[src/rtl/fp_addsub_pipe_if.sv]
// Handshake and operand/result bundle for the pipelined FP add/sub unit.
// The upstream operand source and the downstream result consumer share one
// bundle; "master" is the environment side and "slave" is the unit itself.
// Optional macro FP_FLAGS_EN adds the o_flags status vector.
interface fp_addsub_pipe_if #(
   parameter int EXP_W = 8,
   parameter int MAN_W = 23
);
   localparam int W = 1 + EXP_W + MAN_W;

   // Operand side
   logic         i_valid;
   logic         o_ready;
   logic [W-1:0] i_src1;
   logic [W-1:0] i_src2;
   logic         i_op;

   // Result side
   logic         o_valid;
   logic         i_ready;
   logic [W-1:0] o_result;
   logic         o_exception;
`ifdef FP_FLAGS_EN
   logic [3:0]   o_flags;

   modport master (
      output i_valid, i_src1, i_src2, i_op, i_ready,
      input  o_ready, o_valid, o_result, o_exception, o_flags
   );

   modport slave (
      input  i_valid, i_src1, i_src2, i_op, i_ready,
      output o_ready, o_valid, o_result, o_exception, o_flags
   );
`else
   modport master (
      output i_valid, i_src1, i_src2, i_op, i_ready,
      input  o_ready, o_valid, o_result, o_exception
   );

   modport slave (
      input  i_valid, i_src1, i_src2, i_op, i_ready,
      output o_ready, o_valid, o_result, o_exception
   );
`endif
endinterface

[src/rtl/fp_addsub_pipe.sv]
// Parametrised 3-stage pipelined IEEE-754 adder/subtractor.
//   Stage 1: operand ordering and alignment of the smaller significand.
//   Stage 2: significand add/subtract and normalisation (subnormal aware).
//   Stage 3: round-to-nearest-even, overflow to infinity, packing.
// A single advance signal stalls every stage together when the result is
// held by the consumer. Any operand with an all-ones exponent yields the
// canonical quiet NaN with o_exception set.
// Optional macro FP_FLAGS_EN adds o_flags = {invalid, overflow, underflow, inexact}.
module fp_addsub_pipe #(
   parameter int EXP_W = 8,
   parameter int MAN_W = 23
) (
   input  logic            i_clk,
   input  logic            i_rst_n,
   fp_addsub_pipe_if.slave bus
);
   localparam int W = 1 + EXP_W + MAN_W;
   // Working significand: {hidden, fraction, guard, round, sticky}
   localparam int F = MAN_W + 4;

   localparam logic [EXP_W-1:0] EXP_ONES = '1;
   localparam logic [EXP_W-1:0] EXP_ONE  = EXP_W'(1);
   localparam logic [W-1:0]     QNAN     = {1'b0, EXP_ONES, 1'b1, {(MAN_W-1){1'b0}}};

   // ------------------------------------------------------------------
   // Global flow control
   // ------------------------------------------------------------------
   logic advance;

   assign advance     = !bus.o_valid || bus.i_ready;
   assign bus.o_ready = advance;

   // ------------------------------------------------------------------
   // Stage 1: order operands by magnitude and align the smaller one
   // ------------------------------------------------------------------
   logic             sign_a, sign_b;
   logic [EXP_W-1:0] exp_a, exp_b;
   logic [MAN_W-1:0] frac_a, frac_b;

   assign {sign_a, exp_a, frac_a} = bus.i_src1;
   assign {sign_b, exp_b, frac_b} = bus.i_src2;

   logic             sign_b_eff, sub_eff, a_ge_b, special_in, sign_big;
   logic [EXP_W-1:0] exp_big, exp_small, e_big, e_small, diff;
   logic [MAN_W-1:0] frac_big, frac_small;
   logic [F-1:0]     big_sig, small_sig, aligned;
   logic [2*F-1:0]   wide;
   logic [31:0]      shift_amt;

   // Decode, compare and align the incoming operand pair.
   always_comb begin
      // NOTE: every variable gets a value on every path through this block,
      // so no latch can be inferred for it.
      sign_b_eff = sign_b ^ bus.i_op;
      sub_eff    = sign_a ^ sign_b_eff;
      special_in = (exp_a == EXP_ONES) || (exp_b == EXP_ONES);
      a_ge_b     = {exp_a, frac_a} >= {exp_b, frac_b};

      if (a_ge_b) begin
         sign_big   = sign_a;
         exp_big    = exp_a;
         frac_big   = frac_a;
         exp_small  = exp_b;
         frac_small = frac_b;
      end else begin
         sign_big   = sign_b_eff;
         exp_big    = exp_b;
         frac_big   = frac_b;
         exp_small  = exp_a;
         frac_small = frac_a;
      end

      // Subnormals behave as exponent 1 with a zero hidden bit.
      e_big     = (exp_big   == '0) ? EXP_ONE : exp_big;
      e_small   = (exp_small == '0) ? EXP_ONE : exp_small;
      diff      = e_big - e_small;
      big_sig   = {exp_big   != '0, frac_big,   3'b000};
      small_sig = {exp_small != '0, frac_small, 3'b000};

      // Shifting by F already pushes everything into the sticky half, so
      // larger distances are clamped there.
      shift_amt = (32'(diff) > 32'(F)) ? 32'(F) : 32'(diff);
      wide      = {small_sig, {F{1'b0}}} >> shift_amt;
      aligned   = wide[2*F-1:F] | {{(F-1){1'b0}}, |wide[F-1:0]};
   end

   logic             s1_valid, s1_special, s1_sub, s1_sign;
   logic [EXP_W-1:0] s1_exp;
   logic [F-1:0]     s1_big, s1_small;

   // Stage 1 register: capture the ordered, aligned operands.
   always_ff @(posedge i_clk or negedge i_rst_n) begin
      // NOTE: flops are written with non-blocking assignments so every
      // stage samples the previous stage's old value on the same edge.
      if (!i_rst_n) begin
         s1_valid   <= 1'b0;
         s1_special <= 1'b0;
         s1_sub     <= 1'b0;
         s1_sign    <= 1'b0;
         s1_exp     <= '0;
         s1_big     <= '0;
         s1_small   <= '0;
      end else if (advance) begin
         s1_valid   <= bus.i_valid;
         s1_special <= special_in;
         s1_sub     <= sub_eff;
         s1_sign    <= sign_big;
         s1_exp     <= e_big;
         s1_big     <= big_sig;
         s1_small   <= aligned;
      end
   end

   // ------------------------------------------------------------------
   // Stage 2: add/subtract and normalise
   // ------------------------------------------------------------------
   logic [F:0]       sum;
   logic [F-1:0]     norm;
   logic [EXP_W-1:0] exp_norm, max_shl;
   logic [31:0]      lzc, shl;
   logic             sign_norm;

   // Combine significands, then renormalise without going below exponent 1.
   always_comb begin
      sum = s1_sub ? ({1'b0, s1_big} - {1'b0, s1_small})
                   : ({1'b0, s1_big} + {1'b0, s1_small});

      // Leading-zero count of the F-bit field; the highest set bit wins.
      lzc = 32'(F);
      for (int i = 0; i < F; i++) begin
         if (sum[i]) lzc = 32'(F - 1 - i);
      end

      max_shl = s1_exp - EXP_ONE;
      shl     = (lzc < 32'(max_shl)) ? lzc : 32'(max_shl);

      if (sum[F]) begin
         norm     = {sum[F:2], sum[1] | sum[0]};
         exp_norm = s1_exp + EXP_ONE;
      end else begin
         norm     = sum[F-1:0] << shl;
         // A clamped shift leaves the hidden bit clear: the result is subnormal.
         exp_norm = norm[F-1] ? (s1_exp - shl[EXP_W-1:0]) : '0;
      end

      // Exact cancellation gives +0; like-signed zeros keep their sign.
      sign_norm = (s1_sub && (sum == '0)) ? 1'b0 : s1_sign;
   end

   logic             s2_valid, s2_special, s2_sign;
   logic [EXP_W-1:0] s2_exp;
   logic [F-1:0]     s2_man;

   // Stage 2 register: capture the normalised significand and exponent.
   always_ff @(posedge i_clk or negedge i_rst_n) begin
      if (!i_rst_n) begin
         s2_valid   <= 1'b0;
         s2_special <= 1'b0;
         s2_sign    <= 1'b0;
         s2_exp     <= '0;
         s2_man     <= '0;
      end else if (advance) begin
         s2_valid   <= s1_valid;
         s2_special <= s1_special;
         s2_sign    <= sign_norm;
         s2_exp     <= exp_norm;
         s2_man     <= norm;
      end
   end

   // ------------------------------------------------------------------
   // Stage 3: round to nearest even and pack
   // ------------------------------------------------------------------
   logic [MAN_W:0]   keep;
   logic [MAN_W+1:0] rnd;
   logic [EXP_W:0]   exp_rnd;
   logic [MAN_W-1:0] frac_rnd;
   logic             inc, ovf, grs;
   logic [W-1:0]     result_n;
   logic             exc_n;

   // Apply RNE, propagate mantissa carry into the exponent, detect overflow.
   always_comb begin
      keep = s2_man[F-1:3];
      grs  = |s2_man[2:0];
      inc  = s2_man[2] & (s2_man[1] | s2_man[0] | keep[0]);
      rnd  = {1'b0, keep} + {{(MAN_W+1){1'b0}}, inc};

      exp_rnd  = {1'b0, s2_exp};
      frac_rnd = rnd[MAN_W-1:0];
      if (rnd[MAN_W+1]) begin
         exp_rnd  = exp_rnd + (EXP_W+1)'(1);
         frac_rnd = rnd[MAN_W:1];
      end else if ((s2_exp == '0) && rnd[MAN_W]) begin
         // Largest subnormal rounded up into the smallest normal.
         exp_rnd = (EXP_W+1)'(1);
      end

      ovf = exp_rnd >= {1'b0, EXP_ONES};

      if (s2_special) begin
         result_n = QNAN;
         exc_n    = 1'b1;
      end else if (ovf) begin
         result_n = {s2_sign, EXP_ONES, {MAN_W{1'b0}}};
         exc_n    = 1'b1;
      end else begin
         result_n = {s2_sign, exp_rnd[EXP_W-1:0], frac_rnd};
         exc_n    = 1'b0;
      end
   end

`ifdef FP_FLAGS_EN
   logic       s1_invalid, s2_invalid;
   logic [3:0] flags_n;
   logic       invalid_in, nan_a, nan_b, inf_a, inf_b;

   // Classify invalid operations (any NaN, or Inf minus Inf).
   always_comb begin
      nan_a      = (exp_a == EXP_ONES) && (frac_a != '0);
      nan_b      = (exp_b == EXP_ONES) && (frac_b != '0);
      inf_a      = (exp_a == EXP_ONES) && (frac_a == '0);
      inf_b      = (exp_b == EXP_ONES) && (frac_b == '0);
      invalid_in = nan_a || nan_b || (inf_a && inf_b && sub_eff);
   end

   // Carry the invalid indication alongside the data through stages 1 and 2.
   always_ff @(posedge i_clk or negedge i_rst_n) begin
      if (!i_rst_n) begin
         s1_invalid <= 1'b0;
         s2_invalid <= 1'b0;
      end else if (advance) begin
         s1_invalid <= invalid_in;
         s2_invalid <= s1_invalid;
      end
   end

   // Assemble {invalid, overflow, underflow, inexact} for the result beat.
   always_comb begin
      flags_n = 4'b0000;
      if (s2_special) begin
         flags_n[3] = s2_invalid;
      end else begin
         flags_n[2] = ovf;
         flags_n[0] = grs | ovf;
         flags_n[1] = (s2_exp == '0) && grs;
      end
   end
`endif

   // Output register: load a new result only when the consumer lets the pipe move.
   always_ff @(posedge i_clk or negedge i_rst_n) begin
      if (!i_rst_n) begin
         bus.o_valid     <= 1'b0;
         bus.o_result    <= '0;
         bus.o_exception <= 1'b0;
`ifdef FP_FLAGS_EN
         bus.o_flags     <= 4'b0000;
`endif
      end else if (advance) begin
         bus.o_valid     <= s2_valid;
         bus.o_result    <= result_n;
         bus.o_exception <= exc_n;
`ifdef FP_FLAGS_EN
         bus.o_flags     <= flags_n;
`endif
      end
   end
endmodule

[src/flat_wrapper.sv]
// flat-port wrapper written by rule: the top's interface ports become plain ports
module fp_addsub_pipe_flat 
#(
   parameter int EXP_W = 8,
   parameter int MAN_W = 23
)
  (i_clk, i_rst_n, bus_i_valid, bus_i_src1, bus_i_src2, bus_i_op, bus_i_ready, bus_o_ready, bus_o_valid, bus_o_result, bus_o_exception);
  fp_addsub_pipe_if #(.EXP_W(EXP_W), .MAN_W(MAN_W)) bus_i ();
  input  logic i_clk;
  input  logic i_rst_n;
  input wire logic [$bits(bus_i.i_valid)-1:0] bus_i_valid;
  input wire logic [$bits(bus_i.i_src1)-1:0] bus_i_src1;
  input wire logic [$bits(bus_i.i_src2)-1:0] bus_i_src2;
  input wire logic [$bits(bus_i.i_op)-1:0] bus_i_op;
  input wire logic [$bits(bus_i.i_ready)-1:0] bus_i_ready;
  output wire logic [$bits(bus_i.o_ready)-1:0] bus_o_ready;
  output wire logic [$bits(bus_i.o_valid)-1:0] bus_o_valid;
  output wire logic [$bits(bus_i.o_result)-1:0] bus_o_result;
  output wire logic [$bits(bus_i.o_exception)-1:0] bus_o_exception;
  assign bus_i.i_valid = bus_i_valid;
  assign bus_i.i_src1 = bus_i_src1;
  assign bus_i.i_src2 = bus_i_src2;
  assign bus_i.i_op = bus_i_op;
  assign bus_i.i_ready = bus_i_ready;
  assign bus_o_ready = bus_i.o_ready;
  assign bus_o_valid = bus_i.o_valid;
  assign bus_o_result = bus_i.o_result;
  assign bus_o_exception = bus_i.o_exception;
  fp_addsub_pipe #(.EXP_W(EXP_W), .MAN_W(MAN_W)) u_core (.i_clk(i_clk), .i_rst_n(i_rst_n), .bus(bus_i));
endmodule
[config.mk]
export PLATFORM = sky130hd
export DESIGN_NAME = fp_addsub_pipe_flat
export DESIGN_NICKNAME = d
export VERILOG_FILES = /design/src/rtl/fp_addsub_pipe_if.sv /design/src/rtl/fp_addsub_pipe.sv /design/src/flat_wrapper.sv
export SDC_FILE = /design/constraint.sdc
export NUM_CORES = 1
export LEC_CHECK = 0
export CAP_MARGIN = 25
export CORE_ASPECT_RATIO = 2
export CORE_MARGIN = 8
export CORE_UTILIZATION = 55
export CTS_BUF_LIST = sky130_fd_sc_hd__clkbuf_4 sky130_fd_sc_hd__clkbuf_8
export DETAILED_ROUTE_END_ITERATION = 10
export GPL_TIMING_DRIVEN = 0
export MAX_ROUTING_LAYER = met4
export PLACE_DENSITY = 0.73
export RECOVER_POWER = 25
export SLEW_MARGIN = 20
export SYNTH_ARGS = -nofsm -noshare
export SYNTH_HDL_FRONTEND = slang
export SYNTH_SLANG_ARGS = --single-unit
[constraint.sdc]
create_clock -name i_clk -period 7.4 [get_ports i_clk]
set_input_delay 1.11 -clock i_clk [delete_from_list [all_inputs] [get_ports i_clk]]
set_output_delay 1.11 -clock i_clk [all_outputs]
set_load 0.05 [all_outputs]
==> results.md, run 1 <==
- The initialized floorplan defines 86 standard-cell rows.
- The number of cells produced by synthesis is 1,915.
- The run stopped with a tool error.
- The initial standard-cell utilization of the core is 55.5%.
- The post-synthesis cell type count is 119.
- The maximum number of pins on one net before global-route repair is 85.
- The total congestion overflow is 3.
- The kind of endpoint with the least setup slack is a register input.
- In this run the number of H-tree levels came out at 4.
- The post-synthesis area per instance is 7.95 um2.
- The proportion of netlist area held by the largest area contributor is 22.2%.
- Counting flops and latches in the post-synthesis netlist gives 135.
- The first error in the log reads "[ERROR GRT-0232] Routing congestion too high. Check the congestion heatmap in the GUI".
- Of all flip-flops after synthesis, the portion carrying an async set or reset was 100%.
- The total global-route track usage is 51.7%.
- TritonCTS created 17 clock buffers.
- The floorplan die height is 251 um.
- The placed cell area is 16,900 um2.
- Including well taps, the total number of placed cells is 2,374.
- The number of buffer cells added on primary ports is 103.
- The largest buffer count on any clock path is 2.
- The count of pins on the block boundary is 104.
- Synthesis produced a netlist with a net count of 2,090.
- Routability-driven placement finished with a final weighted congestion of 1.10.
- In the synthesized netlist the dominant register cell turns out to be dfrtp_1.
- The cell at the root of the clock tree is clkbuf_8.
- For this design, the CTS-stage hold fixing added 0 buffers.
- After synthesis, the cell types taking the most area are dfrtp_1 22%, mux2i_1 10%, ha_1 8.5%.
- The library cell occupying the most area in the post-synthesis netlist is dfrtp_1.
- During synthesis, Yosys emitted a total of 0 warnings.
- The floorplan step set the die width to 134 um.
- The share of synthesized area occupied by flip-flops and latches is 22.2%.
- The number of enable flip-flop cells after synthesis is 0.
- Detailed placement finished with a half-perimeter wire length of 56,100 um.
- The stopping stage is global routing.
- The worst-path endpoint after global-route repair_timing is u_core.s1_small[0]$_DFFE_PN0P_/D.
- The clock sink count is 135.
- The total standard cell area after synthesis is 15,200 um2.
[stage by stage]
stage	setup TNS [ns]	setup WS [ns]
2_1_floorplan	-0.0808	-0.0808
3_3_place_gp	-86.15	-2.75
3_5_place_dp	-87.76	-2.94
4_1_cts	-0.197	-0.142
[synthesized netlist by cell type (all sizes together), types with 9 or more instances]
library cell and n:
mux2i 159, nor2 144, nand2b 21, a211o 14, xor2 35, buf 45
dfrtp 135, o21ai 150, mux2 14, a211oi 24, and3 16, or2 9
a21oi 132, o31ai 9, o22a 11, clkbuf 68, nand4 31, o211ai 32
xnor2 38, a31oi 14, ha 103, nand2 190, a21o 29, nand3 64
nor4 14, o22ai 25, a22oi 20, inv 115, nor2b 19, o21a 13
o311ai 9, and2 12, a22o 16, nor3 41
[routing by layer]
layer	overflow	GRT usage (%)
met3	0	20.5
met2	2	80.0
met4	1	61.8
met1	0	42.8
met5	-	-
[kinds of logic after synthesis]
group	after synthesis	synth area share, %
AO/OA/AOI/OAI	598	27.2
XOR/XNOR	73	4.30
adder cells (fa/ha/maj)	106	8.86
buffers and inverters	230	6.62
flip-flops	135	22.2
multiplexers	176	12.0
other	1	0.0246
AND/OR/NAND/NOR	596	18.9
[repair_timing]
item                                    CTS
pin swaps                                62
endpoints found under the hold margin     0
cloned                                    1
setup buffers                            52
gates resized for setup                 276
endpoints found under the setup margin   62
==> inputs of run 2 (changes only) <==
--- a/config.mk
+++ b/config.mk
@@ -6,14 +6,11 @@
 export NUM_CORES = 1
 export LEC_CHECK = 0
 export CAP_MARGIN = 25
-export CORE_ASPECT_RATIO = 2
 export CORE_MARGIN = 8
-export CORE_UTILIZATION = 55
-export CTS_BUF_LIST = sky130_fd_sc_hd__clkbuf_4 sky130_fd_sc_hd__clkbuf_8
+export CORE_UTILIZATION = 40
 export DETAILED_ROUTE_END_ITERATION = 10
 export GPL_TIMING_DRIVEN = 0
-export MAX_ROUTING_LAYER = met4
-export PLACE_DENSITY = 0.73
+export PLACE_DENSITY_LB_ADDON = 0.15
 export RECOVER_POWER = 25
 export SLEW_MARGIN = 20
 export SYNTH_ARGS = -nofsm -noshare
==> run 2 against run 1 <==
  * The flow now finishes, with violations (max-capacitance violations, max-slew violations, negative setup slack)
  * Synthesized cell count unchanged
  * Area after synthesis unchanged
==> results.md, run 2 <==
- The critical path launch point type is an input port.
- The site row count is 71 (-17%).
- Derived from the worst setup path, the maximum achievable clock frequency is 134 MHz.
- The checks that failed: max-capacitance violations, max-slew violations, negative setup slack.
- The routed layout has 16,400 vias.
- The average detailed-routed wire length per instance is 23.7 um.
- The placer's final routability congestion estimate came to 0.981 (-11%).
- In the final layout, the registers with the most flip-flops are u_core.bus.o_result: 32 flops, u_core.s1_small: 27 flops, u_core.s2_man: 27 flops.
- Once routing completed, OpenROAD measured the worst setup slack at -0.0871 ns.
- The overall die width was 211 um (+58%).
- The worst register-to-register path ends at u_core.s2_exp[7].
- Leaving out fill and tap cells, the most frequent cells in the layout are 188 x nand2_1, 137 x nor2_1, 133 x mux2i_1, 133 x dfrtp_1, 126 x o21ai_0.
- Cells fill 51.6% of the core in the end.
- Across all hold checks on the routed design, the worst slack comes to 0.466 ns.
- The largest clock skew in the final design is 0.0127 ns.
- The startpoint-to-endpoint class of the critical path is input port to register.
- For this block, the initial DRC count from the detailed router was 1,642.
- The number of fill cells is 3,667.
- The proportion of netlist area held by the largest area contributor is 22.2% (unchanged).
- The final antenna diode count is 0.
- The post-synthesis area per instance is 7.95 um2 (unchanged).
- Following the worst setup path forward leads to its endpoint at u_core.s1_small[0].
- After the last flow step, the layout net total stands at 2,303.
- The floorplan die height was 211 um (-16%).
- By instance count, the leading cell after synthesis is nand2_1.
- The detailed placement HPWL is 49,200 um (-12%).
- The library cell occupying the most area in the post-synthesis netlist is dfrtp_1.
- The cts-stage hold buffer count is 0 (unchanged).
- The area of the core is 37,600 um2.
- The via count of the first global-routing pass is 15,900.
- The cell at the root of the clock tree is clkbuf_16.
- In the post-synthesis netlist, the biggest area contributors are dfrtp_1 22%, mux2i_1 10%, ha_1 8.5%.
- The share of synthesized area occupied by flip-flops and latches was 22.2% (unchanged).
- The most common library cell in the layout ignoring fill and taps is nand2_1.
- Setup repair after global routing could not meet its margin everywhere.
- The number of hold-slack violations in the final timing report is 0.
- The arrival time at the worst endpoint is 7.81 ns.
- The slew at the pin closest to its max-slew limit is 2.41 ns.
- The H-tree depth reported by CTS is 4 (unchanged).
- At the later pin of the worst-skew pair, clock insertion delay measures 0.45 ns.
- Ranked by flip-flop count, first place goes to u_core.bus.o_result.
- The share of the clock period used by the worst path is 101%.
- The number of enable flip-flop cells after synthesis is 0 (unchanged).
- In the routed design, unresolved DRC markers number 0.
- The largest buffer count on any clock path was 2 (unchanged).
- The total standard cell area after synthesis is 15,200 um2 (unchanged).
- The first detailed-routing pass ran for 6 iterations.
- Across all register-to-register paths, the minimum setup slack is 0 ns.
- The initial standard-cell utilization of the core came to 40.5% (-15 points).
- The setup slack at placement is -2.05 ns (+0.883 ns).
- The final antenna-violating net count is 0.
- The placed instance count is 2,533 (+6.7%).
- The number of cells produced by synthesis is 1,915 (unchanged).
- The class of the tightest hold or removal check is register to register.
- The finished layout holds 2,652 standard cells, fillers aside.
- The clock-pin slew on the worst setup and hold paths is 0.07 ns.
- TritonCTS built the clock tree.
- Of all nets on the critical path, the largest fanout is 6.
- The start point of the critical path is bus_i_src1[1].
- The clock sink count came to 135 (unchanged).
- In this run the tightest slew margin relative to its limit is -60.5%.
- The net count after synthesis is 2,090 (unchanged).
- The count of pins on the block boundary is 104 (unchanged).
- The number of maximum-capacitance violations is 2.
- The flip-flop and latch count after synthesis is 135 (unchanged).
- In the routed layout, each cell is associated on average with a via count of 6.18.
- The number of cells traversed by the worst register-to-register path is 39.
- The post-synthesis cell type count came to 119 (unchanged).
- The worst endpoint required time is 7.72 ns.
- The register with the most flip-flops in the layout has 32 of them.
- The total of warnings raised by yosys was 0 (unchanged).
- The startpoint of the worst-slack reg-to-reg timing path is u_core.s1_small[8].
- The fraction of synthesis flops using an asynchronous set or reset pin is 100% (unchanged).
- The smallest clock period supported by the final layout is computed as 7.49 ns.
- The number of antenna violations at the first check in global routing is 0.
- The standard cell with the maximum stage delay on the critical path is or4_4.
- For this design the static power due to leakage is 8.40 nW.
- The flow ran to the end, but the final reports show violations.
- Setup violations remaining at the end of the flow were counted as 2.
- The dominant register cell in the synthesized netlist is dfrtp_1.
- For this design the ratio of total power to cell area is 426 nW/um2.
- The post-route netlist has 19.3% of its cells at a drive strength greater than 1.
- The worst-case IR drop observed on VDD is 0.227 mV.
- The wire length of the first global-routing pass is 95,500 um.
- The total die area is 44,600 um2.
- By count the netlist is led by 189 x nand2_1, 158 x mux2i_1, 142 x o21ai_0, 141 x nor2_1, 135 x dfrtp_1.
- The capturing element type of the critical path is a register.
- Compared with the post-synthesis result, the final layout area differs by 27.5%.
- Entering global routing, the biggest net connects 96 pins.
- The number of buffers created by CTS came to 17 (unchanged).
- The final number of max-transition violations is 138.
- Global routing finished with a remaining overflow of 0.
- The number of buffer cells added on primary ports is 103 (unchanged).
- The largest single stage delay on the critical path is 0.54 ns.
- In the global route stage, overall resource usage came out at 27.5%.
- The total routed wirelength is 62,800 um.
-- run 2: cell counts after synthesis --
No cell type changed its count.
-- run 2: power by group --
part / internal (mW) / switching, mW / leakage [nW]
logic: 2.32 / 3.83 / 6.48
clock network: 0.444 / 0.388 / 0.271
registers: 1.01 / 0.261 / 1.65
total: 3.78 / 4.48 / 8.40
-- run 2: cell families after synthesis --
| kind of cell | share of synthesized area (%) |
|---|---|
| compound gates | 27.2 |
| flops | 22.2 |
| mux | 12.0 |
| xor+xnor | 4.30 |
| simple gates | 18.9 |
| fa+ha+maj | 8.86 |
| other cells | 0.0246 |
| buf+inv | 6.62 |
-- run 2: layout make-up --
type | count | area (um2) | area share (%)
tap | 511 | 639 | 3.29
clock inverter | 14 | 130 | 0.671
inverter | 117 | 449 | 2.31
clock buffer | 18 | 429 | 2.21
buffer | 112 | 732 | 3.77
sequential | 135 | 3380 | 17.4
timing repair buffer | 195 | 1800 | 9.28
multi-input combinational | 1550 | 11800 | 61.0
-- run 2: how the worst min path moves through the flow --
stage	from	endpoint	slack, ns	cells past startpoint
2_1_floorplan	u_core.s2_valid	u_core.s2_valid	0.43	2
3_5_place_dp	u_core.s2_valid	u_core.s2_valid	0.45	2
3_3_place_gp	u_core.s2_valid	u_core.s2_valid	0.45	2
5_1_grt	u_core.s1_valid	u_core.s1_valid	0.49	2
4_1_cts	u_core.s2_valid	u_core.s2_valid	0.47	2
6_report	u_core.s2_valid	u_core.s2_valid	0.47	2
-- run 2: timing repair --
item / 4_1_cts / 5_1_grt
gates cloned: 2 / 2
setup buffers: 63 / 25
setup endpoints to repair: 60 / 47
pin swaps: 73 / 65
gates resized for setup: 255 / 113
-- run 2: layer usage --
| metal | vias to the layer above | GRT usage [%] | share of wire (%) |
|---|---|---|---|
| met2 | 710 | 41.8 | 43 |
| met3 | 100 | 3.93 | 7.4 |
| met5 | - | 0 | 0 |
| li1 | 7495 | - | - |
| met4 | 0 | 9.03 | 2.9 |
| met1 | 8079 | 39.5 | 46 |
-- run 2: per-stage QoR --
step / area, um2 / TNS, ns / total power [mW]
finish: 19400 / -0.0875 / 8.26
floorplan: 15400 / -0.0808 / 4.83
detailed placement: 17100 / -45.85 / 6.59
CTS: 18900 / -0.00343 / 7.82
global placement: 17100 / -99.12 / 6.58
global route: 19400 / -1.29 / 8.70
-- run 2: worst max-delay path: cells and delay by family --
kind                       cells  cell delay (ns)
buffers and inverters          6             0.89
adders and majority gates      2             0.42
and+or+nand+nor               10             1.90
muxes                          4             0.76
AOI/OAI and AO/OA             13             2.73
Power figures use the tool's default switching activity.
